$ cat src/rtl/hazard_pkg.sv
// hazard_pkg: shared definitions for the hazard scoreboard.
//   REG_AW_DEF     : default register address width (32 architectural regs).
//   X0             : hard-wired zero register index; never pending, never a hazard.
//   stall_reason_e : why ID is being held, in priority order, for debug/assertions.
package hazard_pkg;

  localparam int REG_AW_DEF = 5;

  localparam logic [REG_AW_DEF-1:0] X0 = '0;

  typedef enum logic [2:0] {
    SR_NONE      = 3'd0,
    SR_LOAD_USE  = 3'd1,
    SR_RAW_PEND  = 3'd2,
    SR_WAW_PEND  = 3'd3,
    SR_CAP_FULL  = 3'd4
  } stall_reason_e;

endpackage

$ cat src/rtl/hazard_sb_regfile.sv
// hazard_sb_regfile: per-register pending bit-vector for long-latency producers.
// Ports:
//   clk, rst_n     : clock, asynchronous active-low reset (clears all bits).
//   set_en_i/idx_i : mark a register pending at the next edge.
//   clr_en_i/idx_i : mark a register complete at the next edge.
//   pending_o      : current pending vector; bit 0 (x0) is always 0.
// When set and clear target the same register in one cycle, the set wins.
module hazard_sb_regfile
  import hazard_pkg::*;
#(
  parameter int NUM_REGS = 32,
  parameter int REG_AW   = REG_AW_DEF
) (
  input  logic                clk,
  input  logic                rst_n,
  input  logic                set_en_i,
  input  logic [REG_AW-1:0]   set_idx_i,
  input  logic                clr_en_i,
  input  logic [REG_AW-1:0]   clr_idx_i,
  output logic [NUM_REGS-1:0] pending_o
);

  localparam logic [REG_AW-1:0] RX0 = REG_AW'(X0);

  logic [NUM_REGS-1:0] pend_q;
  logic [NUM_REGS-1:0] pend_d;

  always_comb begin
    pend_d = pend_q;
    // Clear first so that a same-cycle set of the same register overrides it.
    if (clr_en_i && (clr_idx_i != RX0)) pend_d[clr_idx_i] = 1'b0;
    if (set_en_i && (set_idx_i != RX0)) pend_d[set_idx_i] = 1'b1;
    pend_d[0] = 1'b0;
  end

  always_ff @(posedge clk or negedge rst_n) begin
    if (!rst_n) pend_q <= '0;
    else        pend_q <= pend_d;
  end

  assign pending_o = pend_q;

endmodule

$ cat src/rtl/hazard_scoreboard.sv
// hazard_scoreboard: ID/EX hazard unit with a pending-register scoreboard for
// variable-latency producers, an outstanding-op limit, WAW detection, the
// classic load-use check and branch-flush arbitration.
// Ports:
//   clk, rst_n              : clock, asynchronous active-low reset.
//   id_*                    : instruction currently in ID (sources, dest, kind).
//   ex_mem_read, ex_rd      : load in EX (single-cycle load-use case).
//   wb_done, wb_rd          : a long-latency op completes this cycle.
//   branch_flush            : taken branch/jump resolved in EX.
//   pc_write_en, if_id_write_en : front-end hold (low while stalled).
//   if_id_flush, id_ex_flush     : squash IF/ID, bubble into ID/EX.
//   busy                    : registered, any long-latency op outstanding.
// Optional: define HAZARD_PERF_CNT_EN to add stall_cycles[31:0] and
// flush_count[31:0] free-running (wrapping) event counters.
module hazard_scoreboard
  import hazard_pkg::*;
#(
  parameter int NUM_REGS        = 32,
  parameter int REG_AW          = REG_AW_DEF,
  parameter int MAX_OUTSTANDING = 4,
  parameter int CNT_W           = 3
) (
  input  logic              clk,
  input  logic              rst_n,
  input  logic              id_valid,
  input  logic [REG_AW-1:0] id_rs1,
  input  logic [REG_AW-1:0] id_rs2,
  input  logic              id_uses_rs1,
  input  logic              id_uses_rs2,
  input  logic [REG_AW-1:0] id_rd,
  input  logic              id_rd_we,
  input  logic              id_long_lat,
  input  logic              ex_mem_read,
  input  logic [REG_AW-1:0] ex_rd,
  input  logic              wb_done,
  input  logic [REG_AW-1:0] wb_rd,
  input  logic              branch_flush,
  output logic              pc_write_en,
  output logic              if_id_write_en,
  output logic              if_id_flush,
  output logic              id_ex_flush,
  output logic              busy
`ifdef HAZARD_PERF_CNT_EN
  ,
  output logic [31:0]       stall_cycles,
  output logic [31:0]       flush_count
`endif
);

  if (REG_AW != $clog2(NUM_REGS)) begin : g_bad_aw
    $error("hazard_scoreboard: REG_AW must equal clog2(NUM_REGS)");
  end
  if (MAX_OUTSTANDING < 1) begin : g_bad_max
    $error("hazard_scoreboard: MAX_OUTSTANDING must be at least 1");
  end
  if (CNT_W < $clog2(MAX_OUTSTANDING + 1)) begin : g_bad_cnt
    $error("hazard_scoreboard: CNT_W too narrow for MAX_OUTSTANDING");
  end

  localparam logic [REG_AW-1:0] RX0     = REG_AW'(X0);
  localparam logic [CNT_W-1:0]  CNT_MAX = CNT_W'(MAX_OUTSTANDING);

  logic [NUM_REGS-1:0] pend;
  logic [CNT_W-1:0]    out_q, out_d;
  logic                busy_q, busy_d;

  logic          rs1_live, rs2_live;
  logic          load_use_hit, raw_pend_hit, waw_hit, cap_hit;
  logic          flush_eff;
  logic          stall;
  logic          issue, complete;
  stall_reason_e reason;

  // A source only matters if the instruction reads it and it is not x0.
  assign rs1_live = id_uses_rs1 && (id_rs1 != RX0);
  assign rs2_live = id_uses_rs2 && (id_rs2 != RX0);

  assign load_use_hit = ex_mem_read && (ex_rd != RX0) &&
                        ((rs1_live && (ex_rd == id_rs1)) ||
                         (rs2_live && (ex_rd == id_rs2)));
  // A register completing this cycle still reads as pending: no same-cycle
  // forward from the long-latency writeback path.
  assign raw_pend_hit = (rs1_live && pend[id_rs1]) || (rs2_live && pend[id_rs2]);
  assign waw_hit      = id_rd_we && (id_rd != RX0) && pend[id_rd];
  assign cap_hit      = id_long_lat && (out_q == CNT_MAX);

  // While in reset the front end runs freely and nothing is flushed.
  assign flush_eff = rst_n && branch_flush;

  always_comb begin
    reason = SR_NONE;
    if (rst_n && id_valid && !branch_flush) begin
      if (load_use_hit)      reason = SR_LOAD_USE;
      else if (raw_pend_hit) reason = SR_RAW_PEND;
      else if (waw_hit)      reason = SR_WAW_PEND;
      else if (cap_hit)      reason = SR_CAP_FULL;
    end
  end

  assign stall = (reason != SR_NONE);

  assign pc_write_en    = !stall;
  assign if_id_write_en = !stall;
  assign id_ex_flush    = stall || flush_eff;
  assign if_id_flush    = flush_eff;

  // Long ops writing x0 or nothing are untracked and take no slot.
  assign issue    = id_valid && !stall && !branch_flush && id_long_lat &&
                    id_rd_we && (id_rd != RX0);
  // Completion of a register that is not pending is a protocol error: ignored.
  assign complete = wb_done && (wb_rd != RX0) && pend[wb_rd];

  hazard_sb_regfile #(
    .NUM_REGS (NUM_REGS),
    .REG_AW   (REG_AW)
  ) u_sb (
    .clk       (clk),
    .rst_n     (rst_n),
    .set_en_i  (issue),
    .set_idx_i (id_rd),
    .clr_en_i  (complete),
    .clr_idx_i (wb_rd),
    .pending_o (pend)
  );

  always_comb begin
    out_d = out_q;
    if (issue && !complete) begin
      if (out_q != CNT_MAX) out_d = out_q + CNT_W'(1);
    end else if (complete && !issue) begin
      if (out_q != '0) out_d = out_q - CNT_W'(1);
    end
    busy_d = (out_d != '0);
  end

  always_ff @(posedge clk or negedge rst_n) begin
    if (!rst_n) begin
      out_q  <= '0;
      busy_q <= 1'b0;
    end else begin
      out_q  <= out_d;
      busy_q <= busy_d;
    end
  end

  assign busy = busy_q;

`ifdef HAZARD_PERF_CNT_EN
  logic [31:0] stall_cycles_q, stall_cycles_d;
  logic [31:0] flush_count_q,  flush_count_d;

  always_comb begin
    stall_cycles_d = stall_cycles_q;
    flush_count_d  = flush_count_q;
    if (stall)     stall_cycles_d = stall_cycles_q + 32'd1;
    if (flush_eff) flush_count_d  = flush_count_q + 32'd1;
  end

  always_ff @(posedge clk or negedge rst_n) begin
    if (!rst_n) begin
      stall_cycles_q <= '0;
      flush_count_q  <= '0;
    end else begin
      stall_cycles_q <= stall_cycles_d;
      flush_count_q  <= flush_count_d;
    end
  end

  assign stall_cycles = stall_cycles_q;
  assign flush_count  = flush_count_q;
`endif

endmodule

$ cat config.mk
export PLATFORM = sky130hd
export DESIGN_NAME = hazard_scoreboard
export DESIGN_NICKNAME = d
export VERILOG_FILES = /design/src/rtl/hazard_pkg.sv /design/src/rtl/hazard_sb_regfile.sv /design/src/rtl/hazard_scoreboard.sv
export SDC_FILE = /design/constraint.sdc
export NUM_CORES = 1
export LEC_CHECK = 0
export ABC_AREA = 1
export BUFFER_PORTS_ARGS = -buffer_cell sky130_fd_sc_hd__buf_2
export CORE_MARGIN = 5
export CORE_UTILIZATION = 37
export DETAILED_ROUTE_END_ITERATION = 12
export GPL_TIMING_DRIVEN = 0
export PLACE_DENSITY_LB_ADDON = 0.08
export SLEW_MARGIN = 20
export SYNTH_ARGS = -nofsm -noshare
export SYNTH_HDL_FRONTEND = slang
export SYNTH_SLANG_ARGS = --single-unit
$ cat constraint.sdc
create_clock -name clk -period 2.1 [get_ports clk]
set_input_delay 0.105 -clock clk [delete_from_list [all_inputs] [get_ports clk]]
set_output_delay 0.105 -clock clk [all_outputs]
set_load 0.02 [all_outputs]
=== Yosys cells after proc, flatten, opt, wreduce, memory -nomap -nowiden ===
Cells that the tools add are included.

* Add/subtract/negate cells: 2
* $mul: 0
* Divide/modulo/power cells: 0
* $lt $le $gt $ge: 6
* Equality and inequality tests: 4
* Shifts and indexed selects: 0
* Multiplexer cells: 23
* Bitwise operators: 3
* Reductions and logical operators: 42

{| class="wikitable"
|+ Operators by type and width
! operator !! count
|-
| $mux 32 || 2
|-
| $and 32x32->32 || 1
|-
| $not 32->32 || 1
|-
| $or 32x32->32 || 1
|-
| $logic_and 1x1->1 || 27
|-
| $mux 3 || 9
|-
| $reduce_bool 5->1 || 5
|-
| $lt 5x6->1 const B || 4
|-
| $bmux 1 s5 || 4
|-
| $demux 1 s5 || 2
|-
| $eq 5x5->1 || 2
|-
| $ge 5x1->1 const B || 2
|-
| $reduce_bool 3->1 || 3
|-
| $mux 1 || 6
|-
| $logic_not 1->1 || 4
|-
| $add 3x1->3 const B || 1
|-
| $eq 3x3->1 const B || 1
|-
| $logic_or 1x1->1 || 3
|-
| $ne 3x3->1 const B || 1
|-
| $sub 3x1->3 const B || 1
|}

* Bits in registers: 35
* Latch bits: 0
* Memory bits (writable): 0
* Memory bits (read-only): 0
* Input bits: 35
* Output and inout port bits: 5
* Logic and storage cells: 83
* Memories: 0

=== Longest topological paths before layout ===
* Depth in word-level cells: 19
* Depth in mapped cells: 19
* Depth with buffers taken out: 18

=== Modules after synthesis ===
A second synthesis with hierarchy kept.

* Cell total of the unflattened synthesis: 596
* Area, all modules: 3508.4 um^2

{| class="wikitable"
|+ Modules (own cells, without submodules)
! module !! times used !! cells an instance !! area each (um^2) !! sequential area each (um^2)
|-
| hazard_scoreboard || 1 || 398 || 1975.6 || 100.1
|-
| hazard_sb_regfile || 1 || 198 || 1532.7 || 775.7
|}

=== Least setup slack after synthesis ===
Ideal clock, no wire load.

* Path kind: flip-flop to flip-flop
* Start point: register out_q[0]
* End point: register busy_q (netlist: busy)
* Setup time: 0.126 ns
* Data arrival time: 1.683 ns
* Data required time: 1.974 ns
* Path slack: 0.291 ns
* Stages on the path, launching flop included: 12
* Buffers on the path: 0
* Period minus slack after synthesis: 1.809 ns
* Cell sequence: dfrtp_1 > inv_1 > ha_1 > nand2_1 > nor2_1 > a21oi_1 > nand4_1 > nand2_2 > nand3_2 > or2_1 > nand2_1 > nand3_1

* Cells in the longest elaborated chain, start to end: 19
* Elaborated cells between the ends (all ways): 26
* Those cells by class: add/sub: 2; eq/ne: 2; mux: 9; reduce/logical: 13

{| class="wikitable"
|+ RTL lines
! item !! RTL line !! source
|-
| start, declared || hazard_scoreboard.sv:64 || <nowiki>logic [CNT_W-1:0] out_q, out_d;</nowiki>
|-
| start signal, assigned || hazard_scoreboard.sv:141 || <nowiki>out_q <= out_d;</nowiki>
|-
| $eq 3x3->1 (*) || hazard_scoreboard.sv:85 || <nowiki>assign cap_hit = id_long_lat && (out_q == CNT_MAX);</nowiki>
|-
| $logic_and 1x1->1 (*) || hazard_scoreboard.sv:85 ||
|-
| $mux 3 (*) || hazard_scoreboard.sv:96 || <nowiki>else if (cap_hit) reason = SR_CAP_FULL;</nowiki>
|-
| $mux 3 (*) || hazard_scoreboard.sv:95 || <nowiki>else if (waw_hit) reason = SR_WAW_PEND;</nowiki>
|-
| $mux 3 (*) || hazard_scoreboard.sv:94 || <nowiki>else if (raw_pend_hit) reason = SR_RAW_PEND;</nowiki>
|-
| $mux 3 (*) || hazard_scoreboard.sv:93 || <nowiki>if (load_use_hit) reason = SR_LOAD_USE;</nowiki>
|-
| $mux 3 (*) || hazard_scoreboard.sv:92 || <nowiki>if (rst_n && id_valid && !branch_flush) begin</nowiki>
|-
| $reduce_bool 3->1 (*) || hazard_scoreboard.sv:100 || <nowiki>assign stall = (reason != SR_NONE);</nowiki>
|-
| [... 1 more ...] || n/a ||
|-
| via if_id_write_en || hazard_scoreboard.sv:39 || <nowiki>output logic if_id_write_en,</nowiki>
|-
| $logic_and 1x1->1 (*) (4 in series) || hazard_scoreboard.sv:108 || <nowiki>assign issue = id_valid && !stall && !branch_flush && id_long_lat &&</nowiki>
|-
| $logic_and 1x1->1 (*) || hazard_scoreboard.sv:109 || <nowiki>id_rd_we && (id_rd != RX0);</nowiki>
|-
| $logic_not 1->1 || hazard_scoreboard.sv:130 || <nowiki>end else if (complete && !issue) begin</nowiki>
|-
| $logic_and 1x1->1 || hazard_scoreboard.sv:130 ||
|-
| $mux 3 || hazard_scoreboard.sv:130 ||
|-
| $mux 3 (*) || hazard_scoreboard.sv:128 || <nowiki>if (issue && !complete) begin</nowiki>
|-
| $reduce_bool 3->1 (*) || hazard_scoreboard.sv:133 || <nowiki>busy_d = (out_d != '0);</nowiki>
|-
| via busy_d || hazard_scoreboard.sv:65 || <nowiki>logic busy_q, busy_d;</nowiki>
|-
| end signal, assigned || hazard_scoreboard.sv:142 || <nowiki>busy_q <= busy_d;</nowiki>
|-
| end, declared || hazard_scoreboard.sv:65 ||
|}

Mark *: on every way through the listed nets, which the timed path passes. The rest lies on a longest branch.

=== Worst setup path after layout ===
* Start point: register u_sb.pend_q[19] (netlist: u_sb.pending_o[19])
* End point: output port pc_write_en

* Cells in the longest elaborated chain, start to end: 9
* Elaborated cells between the ends (all ways): 16
* Those cells by class: mux: 10; reduce/logical: 6

{| class="wikitable"
|+ RTL lines
! item !! RTL line !! source
|-
| start, declared || hazard_sb_regfile.sv:25 || <nowiki>logic [NUM_REGS-1:0] pend_q;</nowiki>
|-
| start signal, assigned || hazard_sb_regfile.sv:38 || <nowiki>else pend_q <= pend_d;</nowiki>
|-
| $bmux 1 s5, on equally long branches || hazard_scoreboard.sv:84, hazard_scoreboard.sv:83 ||
|-
| $mux 1, on equally long branches || hazard_scoreboard.sv:84, hazard_scoreboard.sv:83 ||
|-
| $logic_and 1x1->1, on equally long branches || hazard_scoreboard.sv:84, hazard_scoreboard.sv:83 ||
|-
| $mux 3 / $logic_or 1x1->1 (equally long branches) || hazard_scoreboard.sv:95, hazard_scoreboard.sv:83 ||
|-
| $mux 3 (*) || hazard_scoreboard.sv:94 ||
|-
| $mux 3 (*) || hazard_scoreboard.sv:93 ||
|-
| $mux 3 (*) || hazard_scoreboard.sv:92 ||
|-
| $reduce_bool 3->1 (*) || hazard_scoreboard.sv:100 ||
|-
| $logic_not 1->1 (*) || hazard_scoreboard.sv:102 || <nowiki>assign pc_write_en = !stall;</nowiki>
|-
| end, declared || hazard_scoreboard.sv:38 || <nowiki>output logic pc_write_en,</nowiki>
|}

Mark *: on every way between the ends. The rest lies on a longest branch, timed or not. The select of a mux whose other input is x is not followed.

==> flow_metrics.tcl <==
set metrics [dict create \
    status "finished, violations left" \
    violations "setup timing" \
    worstMarginPinSlew_ps 854.2 \
    synth_xor_area_frac 0.02362 \
    synth_top_family_by_area "simple AND/OR/NAND/NOR gates" \
    synth_fa_ha_area_frac 0.01125 \
    gr-total-overflow 0 \
    clockBufferDepth 2 \
    die_x_um 105.0 \
    core-area_um2 8763 \
    finalWorstSetupSlack_ps -6.752 \
    pre_cts_slack_ps -411.2 \
    crit_type "reg2out" \
    netlist_instances 568 \
    worstPathMaxFanout 5 \
    wire_per_inst_um 16.90 \
    max_freq_mhz 474.7 \
    grt_max_degree 36 \
    drive_above_1_share 0.1862 \
    fin_crit_sh 1.003 \
    cap_viol_max_count 0 \
    drt_iter0_markers 329 \
    maxSlewViolCount 0 \
    drtPass1Iterations 5 \
    min_path_type "in2reg" \
    setup_violations 2 \
    synthSimpleGateAreaFrac 0.3967 \
    rsz0062_at_grt "yes" \
    ir_drop_uv 404.5 \
    ys_seq_elements 35 \
    wl_um 12360 \
    io_pins 40 \
    io_buffers 35 \
    crit_path_start_kind "flip-flop" \
    synth_area_leaders "dfrtp_1 26%, nand2_1 23%, o21ai_0 11%, nand3_1 7.8%, inv_1 7.3%" \
    n_fill_cell 982 \
    die-area_um2 11020 \
    yosysTopAreaCell "dfrtp_1" \
    num_antenna_cells 0 \
    cts_made_buffers 5 \
    dp_hpwl_um 9276 \
    synth.distinct_cells 31 \
    antenna_found_initial 0 \
    crit_arrival_ps 2000 \
    relSlewSlack 0.4262 \
    cts_tree "yes" \
    final_nets 660 \
    synth-compound-area-share 0.1882 \
    clock_skew_ps 8.517 \
    synth_nets 606 \
    fin_crit_ps 2107 \
    clkSinkCount 35 \
    muxShareOfSynthArea 0 \
    routed_via_density 5.413 \
    syn2layout_area_growth_pct 19.27 \
    clk_latency_ps 300 \
    p_leak_uw 0.001891 \
    ys_seq_area_frac 0.2625 \
    grtUsageTotal 0.2233 \
    synth_top_area_frac 0.2625 \
    gp_congestion 0.9268 \
    crit_required_ps 2000 \
    grt_first_pass_wirelength_um 19930 \
    power_density_nw_per_um2 619.6 \
    hold_viol 0 \
    rows 34 \
    avgSynthCellArea_um2 5.875 \
    die_y_um 105.0 \
    htreeDepth 2 \
    ys_warn_count 0 \
    drc 0 \
    clkTransAtPathRegs_ps 80 \
    setup_tns_ps -8.210 \
    critPathCaptureType "output port" \
    root_buffer "clkbuf_8" \
    ant_nets 0 \
    initial_utilization 0.3808 \
    vias 3957 \
    synth_area_um2 3337 \
    grt_pass1_vias 3681 \
]
-- critical path, stage by stage (launching register included) --
cell and delay (ps):
dfrtp_1 420, inv_1 120, nand2_1 70, nand3_1 100, nand2_1 60, nand2_1 50, nand2_1 50, nor2_1 80
nand2_1 70, nand3_1 110, nand4_1 140, nand2_2 170, buf_4 130, buf_4 120
-- area by class of cell --
| type | instances | area [µm²] | area share |
|---|---|---|---|
| inverter | 74 | 277.8 | 0.06979 |
| buffer | 17 | 116.4 | 0.02924 |
| sequential | 35 | 878.3 | 0.2207 |
| clock buffer | 5 | 68.82 | 0.01729 |
| clock inverter | 3 | 67.56 | 0.01698 |
| tap | 108 | 135.1 | 0.03395 |
| timing repair buffer | 49 | 301.5 | 0.07576 |
| multi-input combinational | 440 | 2135 | 0.5363 |
-- layer usage --
metal  track usage  share of wire  up-vias
li1              -              -     1965
met1        0.3209           0.46     1801
met2        0.3336           0.44      160
met3       0.03699          0.075       31
met4       0.08493          0.031        0
met5             0              0        -
-- power by group --
part,internal [µW],total [µW],switching (µW)
registers,760,842,82.6
logic,310,870,560
clock network,474,754,280
-- synth_stat cells --
cell	count
buf_6	2
nand3_1	52
a21oi_1	7
nor2_2	4
inv_1	65
xor2_1	6
buf_2	8
nor3_1	17
buf_4	5
nor2_4	1
o22ai_1	14
a31oi_1	1
nand2_1	206
o211ai_1	9
clkbuf_1	4
nand2_4	1
or2_2	3
or2_1	2
nand4_1	5
o31ai_1	1
o21ai_0	73
o221ai_1	1
xnor2_1	3
ha_1	3
inv_2	5
dfrtp_1	35
nor2_1	16
o21ai_1	10
clkinv_1	4
nand2_2	4
nand3_2	1
-- metrics by stage --
| stage | hold WS (ps) | cell area, µm² | power [µW] | util | instances |
|---|---|---|---|---|---|
| final | 192.0 | 3980 | 2466 | 0.4542 | 731 |
| after global routing | 215.1 | 3980 | 2630 | 0.4542 | 731 |
| after CTS | 207.6 | 3817 | 2399 | 0.4356 | 720 |
| after detailed placement | 262.1 | 3647 | 1638 | 0.4162 | 711 |
| after global placement | 265.0 | 3647 | 1628 | 0.4162 | 711 |
| after floorplan | -190.6 | 3337 | 1382 | - | 568 |
-- final timing paths --
| kind | start | to | slack [ps] | cells past startpoint |
|---|---|---|---|---|
| min in group asynchronous | rst_n | u_sb.pending_o[23]$_DFF_PN0_ | 430 | 3 |
| max | u_sb.pending_o[19]$_DFF_PN0_ | pc_write_en | -7 | 13 |
| max reg2reg | u_sb.pending_o[19]$_DFF_PN0_ | busy$_DFF_PN0_ | 0 | 15 |
| max in group asynchronous | rst_n | u_sb.pending_o[12]$_DFF_PN0_ | 1470 | 3 |
| min | id_rd[3] | u_sb.pending_o[21]$_DFF_PN0_ | 190 | 4 |
| min reg2reg | u_sb.pending_o[20]$_DFF_PN0_ | u_sb.pending_o[20]$_DFF_PN0_ | 540 | 2 |
-- placed cells by master, fill, tap and decap left out, drive strengths merged --
| cell | synthesis | final |
|---|---|---|
| a21oi | 7 | 7 |
| a31oi | 1 | 1 |
| buf | 15 | 64 |
| bufinv | 0 | 2 |
| clkbuf | 4 | 6 |
| clkinv | 4 | 4 |
| clkinvlp | 0 | 1 |
| dfrtp | 35 | 35 |
| dlygate4sd3 | 0 | 1 |
| ha | 3 | 3 |
| inv | 70 | 70 |
| nand2 | 211 | 211 |
| nand3 | 53 | 53 |
| nand4 | 5 | 5 |
| nor2 | 21 | 21 |
| nor3 | 17 | 17 |
| o211ai | 9 | 9 |
| o21ai | 83 | 83 |
| o221ai | 1 | 1 |
| o22ai | 14 | 14 |
| o31ai | 1 | 1 |
| or2 | 5 | 5 |
| xnor2 | 3 | 3 |
| xor2 | 6 | 6 |
-- cell families (layout without fill, tap and decap cells) --
| logic type | after synthesis | count (layout) |
|---|---|---|
| flip-flops | 35 | 35 |
| AO/OA/AOI/OAI | 116 | 116 |
| buffers and inverters | 93 | 148 |
| XOR/XNOR | 9 | 9 |
| adder cells (fa/ha/maj) | 3 | 3 |
| AND/OR/NAND/NOR | 312 | 312 |
-- sequential cells by signal, indices dropped and copies added, names as in the netlist --
register and cells:
busy 1, out_q 3, u_sb.pending_o 31
-- what timing repair did --
| action | 4_1_cts | 5_1_grt |
|---|---|---|
| setup buffers | 0 | 12 |
| pin swaps | 0 | 9 |
| hold buffers | 2 | 0 |
| resized for setup | 4 | 49 |
| endpoints found under the hold margin | 35 | 0 |
| setup endpoints to repair | 22 | 38 |
No activity file was read; power rests on OpenSTA's default activity.
